`config.mk`:
```
export PLATFORM = sky130hd
export DESIGN_NAME = gate_vector_sequencer_flat
export DESIGN_NICKNAME = d
export VERILOG_FILES = /design/src/rtl/gate_vector_sequencer_if.sv /design/src/rtl/gate_vector_sequencer.sv /design/src/flat_wrapper.sv
export SDC_FILE = /design/constraint.sdc
export NUM_CORES = 1
export LEC_CHECK = 0
export BUFFER_PORTS_ARGS = -buffer_cell sky130_fd_sc_hd__buf_2
export CORE_MARGIN = 2
export CORE_UTILIZATION = 40
export CTS_BUF_LIST = sky130_fd_sc_hd__clkbuf_8 sky130_fd_sc_hd__clkbuf_16
export DETAILED_ROUTE_END_ITERATION = 10
export GPL_ROUTABILITY_DRIVEN = 0
export PLACE_DENSITY = 0.7
export REMOVE_ABC_BUFFERS = 1
export SLEW_MARGIN = 40
export SYNTH_ARGS = -nofsm -noshare
export SYNTH_HDL_FRONTEND = slang
export SYNTH_SLANG_ARGS = --single-unit
```
`constraint.sdc`:
```
create_clock -name clk -period 5.03 [get_ports clk]
set_clock_uncertainty 0.05 [all_clocks]
set_input_delay 1.006 -clock clk [delete_from_list [all_inputs] [get_ports clk]]
set_output_delay 1.006 -clock clk [all_outputs]
set_load 0.03 [all_outputs]
```
`src/rtl/gate_vector_sequencer_if.sv`:
```
// Sequencer <-> bench/gate bus; master is the sequencer side, slave the controller/gate side.
// No handshake: start is a level sampled only while idle, results are held until the next run.
interface gate_vector_sequencer_if #(
    parameter int unsigned N_INPUTS = 2
);
    logic                start;
    logic                dut_y;
    logic [N_INPUTS-1:0] vec_out;
    logic                vec_valid;
    logic                busy;
    logic                done;
    logic                pass;
    logic [N_INPUTS:0]   err_count;
    logic                fail_seen;
    logic [N_INPUTS-1:0] fail_vec;

    modport master (
        input  start, dut_y,
        output vec_out, vec_valid, busy, done, pass, err_count, fail_seen, fail_vec
    );

    modport slave (
        output start, dut_y,
        input  vec_out, vec_valid, busy, done, pass, err_count, fail_seen, fail_vec
    );
endinterface

```
`src/rtl/gate_vector_sequencer.sv`:
```
// Sweeps every input vector into a gate, checks dut_y against EXPECT_TT; GATE_SEQ_STOP_ON_FAIL_EN ends a run on its first mismatch.
// Latency: done rises 1+2^N*(HOLD_CYCLES+1) cycles after start; start is ignored while busy, no backpressure.
module gate_vector_sequencer #(
    parameter int unsigned                  N_INPUTS    = 2,
    parameter int unsigned                  HOLD_CYCLES = 1,
    parameter logic [(2**N_INPUTS)-1:0]     EXPECT_TT   = 4'b1000
) (
    input  logic                     clk,
    input  logic                     rst,
    gate_vector_sequencer_if.master  bus
);
    localparam int unsigned       NVEC      = 1 << N_INPUTS;
    localparam logic [N_INPUTS:0] ERR_MAX   = NVEC[N_INPUTS:0];
    localparam logic [N_INPUTS:0] ERR_ONE   = 1;
    localparam logic [N_INPUTS-1:0] VEC_ONE = 1;
    localparam logic [7:0]        HOLD_INIT = HOLD_CYCLES[7:0];

    typedef enum logic [1:0] {IDLE, SETTLE, SAMPLE, DONE} state_t;

    state_t              state_q;
    logic [N_INPUTS-1:0] vec_q;
    logic [N_INPUTS-1:0] fail_vec_q;
    logic [N_INPUTS:0]   err_q;
    logic [7:0]          hold_q;
    logic                vld_q;
    logic                busy_q;
    logic                done_q;
    logic                pass_q;
    logic                fail_seen_q;

    logic                mismatch_d;
    logic                last_vec_d;
    logic [N_INPUTS:0]   err_d;
    state_t              first_state_d;

    always_comb begin
        mismatch_d    = bus.dut_y != EXPECT_TT[vec_q];
        last_vec_d    = &vec_q;
        err_d         = err_q;
        if (mismatch_d && (err_q != ERR_MAX)) begin
            err_d = err_q + ERR_ONE;
        end
        first_state_d = (HOLD_CYCLES == 0) ? SAMPLE : SETTLE;
    end

    always_ff @(posedge clk or posedge rst) begin
        if (rst) begin
            state_q     <= IDLE;
            vec_q       <= '0;
            fail_vec_q  <= '0;
            err_q       <= '0;
            hold_q      <= '0;
            vld_q       <= 1'b0;
            busy_q      <= 1'b0;
            done_q      <= 1'b0;
            pass_q      <= 1'b0;
            fail_seen_q <= 1'b0;
        end else begin
            case (state_q)
                IDLE, DONE: begin
                    // Result flags settle one cycle after entering DONE; a start here overrides them.
                    if (state_q == DONE) begin
                        busy_q <= 1'b0;
                        vld_q  <= 1'b0;
                        done_q <= 1'b1;
                        pass_q <= (err_q == '0);
                    end
                    if (bus.start) begin
                        vec_q       <= '0;
                        err_q       <= '0;
                        fail_seen_q <= 1'b0;
                        fail_vec_q  <= '0;
                        done_q      <= 1'b0;
                        pass_q      <= 1'b0;
                        hold_q      <= HOLD_INIT;
                        busy_q      <= 1'b1;
                        vld_q       <= 1'b1;
                        state_q     <= first_state_d;
                    end
                end
                SETTLE: begin
                    if (hold_q <= 8'd1) begin
                        hold_q  <= '0;
                        state_q <= SAMPLE;
                    end else begin
                        hold_q <= hold_q - 8'd1;
                    end
                end
                SAMPLE: begin
                    err_q <= err_d;
                    if (mismatch_d && !fail_seen_q) begin
                        fail_vec_q  <= vec_q;
                        fail_seen_q <= 1'b1;
                    end
`ifdef GATE_SEQ_STOP_ON_FAIL_EN
                    if (mismatch_d || last_vec_d) begin
`else
                    if (last_vec_d) begin
`endif
                        state_q <= DONE;
                    end else begin
                        vec_q   <= vec_q + VEC_ONE;
                        hold_q  <= HOLD_INIT;
                        state_q <= first_state_d;
                    end
                end
                default: state_q <= IDLE;
            endcase
        end
    end

    assign bus.vec_out   = vec_q;
    assign bus.vec_valid = vld_q;
    assign bus.busy      = busy_q;
    assign bus.done      = done_q;
    assign bus.pass      = pass_q;
    assign bus.err_count = err_q;
    assign bus.fail_seen = fail_seen_q;
    assign bus.fail_vec  = fail_vec_q;
endmodule

```
`src/flat_wrapper.sv`:
```
// flat-port wrapper written by rule: the top's interface ports become plain ports
module gate_vector_sequencer_flat 
#(
    parameter int unsigned                  N_INPUTS    = 2,
    parameter int unsigned                  HOLD_CYCLES = 1,
    parameter logic [(2**N_INPUTS)-1:0]     EXPECT_TT   = 4'b1000
)
  (clk, rst, bus_start, bus_dut_y, bus_vec_out, bus_vec_valid, bus_busy, bus_done, bus_pass, bus_err_count, bus_fail_seen, bus_fail_vec);
  gate_vector_sequencer_if #(.N_INPUTS(N_INPUTS)) bus_i ();
  input  logic clk;
  input  logic rst;
  input wire logic [$bits(bus_i.start)-1:0] bus_start;
  input wire logic [$bits(bus_i.dut_y)-1:0] bus_dut_y;
  output wire logic [$bits(bus_i.vec_out)-1:0] bus_vec_out;
  output wire logic [$bits(bus_i.vec_valid)-1:0] bus_vec_valid;
  output wire logic [$bits(bus_i.busy)-1:0] bus_busy;
  output wire logic [$bits(bus_i.done)-1:0] bus_done;
  output wire logic [$bits(bus_i.pass)-1:0] bus_pass;
  output wire logic [$bits(bus_i.err_count)-1:0] bus_err_count;
  output wire logic [$bits(bus_i.fail_seen)-1:0] bus_fail_seen;
  output wire logic [$bits(bus_i.fail_vec)-1:0] bus_fail_vec;
  assign bus_i.start = bus_start;
  assign bus_i.dut_y = bus_dut_y;
  assign bus_vec_out = bus_i.vec_out;
  assign bus_vec_valid = bus_i.vec_valid;
  assign bus_busy = bus_i.busy;
  assign bus_done = bus_i.done;
  assign bus_pass = bus_i.pass;
  assign bus_err_count = bus_i.err_count;
  assign bus_fail_seen = bus_i.fail_seen;
  assign bus_fail_vec = bus_i.fail_vec;
  gate_vector_sequencer #(.N_INPUTS(N_INPUTS), .HOLD_CYCLES(HOLD_CYCLES), .EXPECT_TT(EXPECT_TT)) u_core (.clk(clk), .rst(rst), .bus(bus_i));
endmodule
```
After elaboration in Yosys (flattened, before gate mapping)
Cells that the tools add are included.
{ "totals": {"reg_bits": 21, "word_cells": 66, "out_inout_bits": 12, "in_bits": 4} }
{ "op_classes": {"n_lt_le_gt_ge": 2, "n_eq_ne": 10, "muxes": 27, "n_reduce_logical": 15, "addsub": 3} }
{ "ops": {"columns": ["operator", "count"], "rows": [
  ["$mux W8", 3],
  ["$pmux W8 S3", 1],
  ["$mux W2", 6],
  ["$mux W1", 9],
  ["$reduce_and A3 Y1", 3],
  ["$le A8 B1 Y1 const B", 1],
  ["$pmux W2 S2", 2],
  ["$reduce_and A2 Y1", 4],
  ["$sub A8 B1 Y8 const B", 1],
  ["$mux W3", 2],
  ["$ne A2 B1 Y1 const B", 3],
  ["$pmux W2 S3", 1],
  ["$pmux W3 S2", 1],
  ["$eq A2 B2 Y1 const B", 2],
  ["$ne A2 B2 Y1 const B", 2],
  ["$reduce_bool A2 Y1", 2],
  ["$add A3 B1 Y3 const B", 1],
  ["$logic_not A3 Y1", 1],
  ["$lt A2 B3 Y1 const B", 1],
  ["$ne A3 B3 Y1 const B", 1],
  ["$add A2 B1 Y2 const B", 1],
  ["$bmux W1 S2", 1],
  ["$eq A2 B1 Y1 const B", 1],
  ["$logic_and A1 B1 Y1", 2],
  ["other kinds (5)", 5]
]} }

Longest topological paths before layout
{ "logic_depth": {"word_depth": 6, "ltp_mapped": 7, "ltp_nobuf": 6} }

Worst setup path before layout
No wires, ideal clock.
{ "synth_path": {"path_kind": "input port to flip-flop", "from": "input port bus_start", "to": "register u_core.hold_q[5]", "stages": 6, "n_path_buf": 2, "required_time_ps": 4861, "setup_time_ps": 119, "slack_ps": 2992, "arrival_time_ps": 1869, "path_cell_list": "buf_2 -> nand2b_1 -> buf_2 -> nand4b_1 -> xor2_1 -> nor2_2"} }
{ "synth_via": {"elab_chain_cells": 2} }
{ "synth_lines": {"columns": ["item", "line", "rtl"], "rows": [
  ["start, declared", "flat_wrapper.sv:12", "input wire logic [$bits(bus_i.start)-1:0] bus_start;"],
  ["$ne A2 B2 Y1 (no source line)", null, null],
  ["$reduce_and A2 Y1 (no source line)", null, null],
  ["end signal, assigned", "gate_vector_sequencer.sv:86", "hold_q <= hold_q - 8'd1;"],
  ["end, declared", "gate_vector_sequencer.sv:24", "logic [7:0] hold_q;"]
]} }
Every way passes these cells.
A chain may end at the register's enable or synchronous reset.

Worst setup path after layout
{ "layout_path": {"from": "register u_core.state_q[0]", "to": "register u_core.hold_q[0]"} }
{ "layout_via": {"elab_chain_cells": 4, "elab_cells_between_ends": 9, "cone_classes": "eq/ne: 5; mux: 1; reduce/logical: 3"} }
{ "layout_lines": {"columns": ["item", "line", "rtl"], "rows": [
  ["start, declared", "gate_vector_sequencer.sv:20", "state_t state_q;"],
  ["start signal, assigned", "gate_vector_sequencer.sv:78", "state_q <= first_state_d;"],
  ["start signal, assigned", "gate_vector_sequencer.sv:104", "state_q <= first_state_d;"],
  ["$eq A2 B2 Y1 / $logic_not A2 Y1 (equally long branches)", "gate_vector_sequencer.sv:59", "case (state_q)"],
  ["$reduce_or A2 Y1", "gate_vector_sequencer.sv:59", null],
  ["$ne A2 B2 Y1 (no source line)", null, null],
  ["$reduce_and A2 Y1 (no source line)", null, null]
]} }
Parallel ways exist; a longest one is shown, timed or not.

==> metrics.csv <==
stage,metric,value,unit
timing,Fmax,0.4378,GHz
setup_path,Reg2Reg Depth,5,
global_routing,met1 usage in global routing,21.34,%
detailed_routing,DR iter-0 viols,42,
cts,Resized Gates After CTS,0,
setup_path,critical path startpoint category,flip-flop,
detailed_routing,Via Count,1049,
cts,clk buf depth,2,
final_layout,final std cells w/o fill,193,
synth,yosys warns,0,
final_layout,share of post-route cells with drive strength above 1,20.13,%
floorplan,I/O pin cnt,16,
power_and_ir_drop,Clk network pwr share,13.1,%
global_routing,Total Routing Usage GR,15.84,%
global_routing,"Most Used Layer, Global Route",met2,
global_routing,largest net degree at the start of global routing,22,
global_routing,vias in the first global route,1001,
timing,Final Hold Vio Count,0,
synth,Yosys top cell by area,dfrtp_1,
timing,Slew HR,62.02,%
synth,post-synthesis sequential area ratio,40.00,%
final_layout,Nets,163,
power_and_ir_drop,pwr dens,572.0,nW/um2
setup_path,worst reg2reg path startpoint,u_core.state_q[0]$_DFFE_PP0P_,
detailed_routing,DRC Markers,0,
synth,Synth Cell Area,1314,um2
floorplan,height of the die,61.31,um
cts,H-tree depth,1,
placed_design,I/O Buffers,15,
global_routing,initial antenna violation count,0,
detailed_routing,via/cell ratio,5.435,
min_path,hold crit path type,reg2reg,
cts,cts bufs inserted,3,
run_status,outcome,completed,
floorplan,die width,61.31,um
cts,CTS root buffer,clkbuf_8,
floorplan,Die ar.,3759,um2
synth,post-synthesis compound-gate area fraction,17.43,%
synth,Synth cell types,44,
detailed_routing,WL/cell,13.85,um
setup_path,R2R Path End,u_core.hold_q[0]$_DFFE_PP0P_,
synth,synthesized flop and latch total,21,
min_path,Hold Path Depth,2,
timing,# setup viols final,0,
power_and_ir_drop,Overall Power,831.7,uW
setup_path,WS Path Type,reg2reg,
synth,top cell type's share of synthesized area,40.00,%
setup_path,CP Data Arrival Time,2.38,ns
min_path,WHS Endpoint,u_core.bus.done$_DFFE_PP0P_,
floorplan,Core Region,3078,um2
placed_design,Placed Instances,189,
cts,"Hold-fix buffers, CTS",0,
setup_path,WP data required,5.13,ns
final_layout,Layout Utilization,47.24,%
synth,Synth Instances,137,
timing,Final Max Slew Viols,0,
global_routing,first-pass GRT wire length,4450,um
cts,TritonCTS Sinks,21,
power_and_ir_drop,Leak Pwr,0.0006952,uW
timing,TNS Setup,0,ns
synth,largest cells by area after synthesis,"dfrtp_1 (40%), ha_1 (8.6%), a21oi_1 (3.4%)",
power_and_ir_drop,internal power,452.6,uW
placed_design,post-DP HPWL,1959,um
power_and_ir_drop,Sw Ratio,45.58,%
global_routing,Overflow after GRT,0,
placed_design,placed inst area,1409,um2
global_routing,met3 Use GR,1.891,%
cts,CTS tree,yes,
setup_path,worst-path maximum fanout,15,
detailed_routing,remaining antenna violation count,0,
min_path,Hold Crit Start,u_core.bus.done$_DFFE_PP0P_,
synth,largest family of logic cells by synthesized area,simple AND/OR/NAND/NOR gates,
timing,final worst-path cycle share,45.41,%
detailed_routing,TritonRoute pass-1 iters,4,
synth,ys flop type,dfrtp_1,
synth,adder-cell share of the synthesized area,8.571,%
final_layout,n_diodes,0,
final_layout,Area Growth Syn to Fin,10.67,%
synth,asr flop ratio synth,100.0,%
synth,mux contribution to synthesized area,3.143,%
power_and_ir_drop,worst vdd ir,0.2255,mV
cts,Clock Pin Slew Worst Setup and Hold Paths,0.08,ns
setup_path,R2R Setup Slk,2.75,ns
setup_path,Setup crit end kind,flip-flop,
timing,RSZ-0062 raised after global routing,no,
timing,worst slew pin tran,0.5697,ns
global_routing,met2 usage,25.68,%
synth,xor-xnor portion of the synthesized cell area,4.000,%
power_and_ir_drop,Logic pwr share,55.4,%
cts,latest clock arrival within the worst-skew pair,0.26,ns
detailed_routing,final wirelength,2673,um
timing,post-route minimum period,2.284,ns
power_and_ir_drop,Reg power frac,31.4,%
synth,Post-synth EDFFs,0,
run,Max Cap Violations,0,
floorplan,Site Rows,20,
synth,Mapped Avg Cell Area,9.589,um2
power_and_ir_drop,Sw Pwr,379.1,uW
floorplan,Initial Utilization,42.68,%
synth,simple logic cell fraction of the synthesized area,21.33,%
cts,Post-CTS Setup Inserts,0,
final_layout,final instance area,1454,um2
-- stage by stage --
stage	hold slack, ns	setup slack [ns]
after floorplan	0.4444	2.990
after global placement	0.4567	2.614
after detailed placement	0.4504	2.540
after CTS	0.4797	2.742
after global routing	0.5016	2.571
final	0.4783	2.746
-- worst max-delay path by stage --
stage                                             start                            to  slack (ns)  depth (start not counted)
after floorplan                               bus_start  u_core.hold_q[0]$_DFFE_PP0P_        2.99                          3
after global placement                        bus_start  u_core.hold_q[2]$_DFFE_PP0P_        2.61                          5
after global routing      u_core.state_q[0]$_DFFE_PP0P_  u_core.hold_q[0]$_DFFE_PP0P_        2.57                          5
after CTS                 u_core.state_q[0]$_DFFE_PP0P_  u_core.hold_q[0]$_DFFE_PP0P_        2.74                          5
after detailed placement                      bus_start  u_core.hold_q[2]$_DFFE_PP0P_        2.54                          5
final                     u_core.state_q[0]$_DFFE_PP0P_  u_core.hold_q[0]$_DFFE_PP0P_        2.75                          5
-- cell type report --
cell class,count,area (um2)
clock buffer,3,41.29
clock inverter,1,3.754
fill,297,1624
inverter,10,37.54
multi-input combinational,99,715.7
sequential,21,525.5
tap,44,55.05
timing repair buffer,15,75.07
-- registers in the layout (all words and copies together), names as in the netlist --
name                  count
u_core.bus.fail_seen      1
u_core.state_q            2
u_core.bus.busy           1
u_core.bus.fail_vec       2
u_core.bus.vec_out        2
u_core.hold_q             8
u_core.bus.err_count      3
u_core.bus.done           1
u_core.bus.pass           1
-- cell families after synthesis --
logic type               after synthesis
multiplexers                           4
flip-flops                            21
AND/OR/NAND/NOR                       48
AO/OA/AOI/OAI                         32
adder cells (fa/ha/maj)                9
XOR/XNOR                               6
buffers and inverters                 17
-- cell usage after synthesis, drive strengths merged, types with 3 or more instances --
library cell / n
a21oi: 9
a31oi: 3
buf: 4
clkbuf: 3
dfrtp: 21
ha: 9
inv: 10
mux2i: 3
nand2: 10
nand3: 8
nand4: 4
nor2: 9
nor3: 4
o21ai: 6
xor2: 4
-- worst max-delay path, stage by stage (launching register included) --
cell      delay [ns]
dfrtp_1         0.43
inv_1           0.07
ha_1            0.54
nand2b_1        0.38
nand2_1         0.34
mux2_2          0.37
-- metal layers --
metal  up-vias  share of wire, %  routed length (um)
met5         -                 0                   0
met4         0               1.7                  46
met3         4               3.6                  95
met2        25                48                1284
met1       508                47                1246
li1        512                 -                   -
-- layout by cell type, fill, tap and decap left out, types with 2 or more instances in the layout --
cell,netlist,routed
dfrtp_1,21,21
buf_2,3,15
nand2_1,10,10
inv_1,10,10
a21oi_1,9,9
ha_1,9,9
nand3_1,8,8
nor2_1,6,6
nand4_1,4,4
xor2_1,4,4
o21ai_1,4,4
nor3_1,4,4
nor2_2,3,3
a31oi_1,3,3
mux2i_1,3,3
clkbuf_8,0,3
nand2b_1,2,2
a22o_1,2,2
xnor2_1,2,2
o211ai_1,2,2
o21ai_0,2,2
nand4b_1,2,2
-- power by group through the flow --
stage | registers [uW] | logic [uW] | clock network, uW
3_5_place_dp | 264 | 462 | 0
5_1_grt | 270 | 512 | 118
3_3_place_gp | 261 | 448 | 0
2_1_floorplan | 297 | 327 | 0
6_report | 261 | 461 | 109
4_1_cts | 261 | 464 | 114
Note: power is estimated with default switching activity, not from simulation.
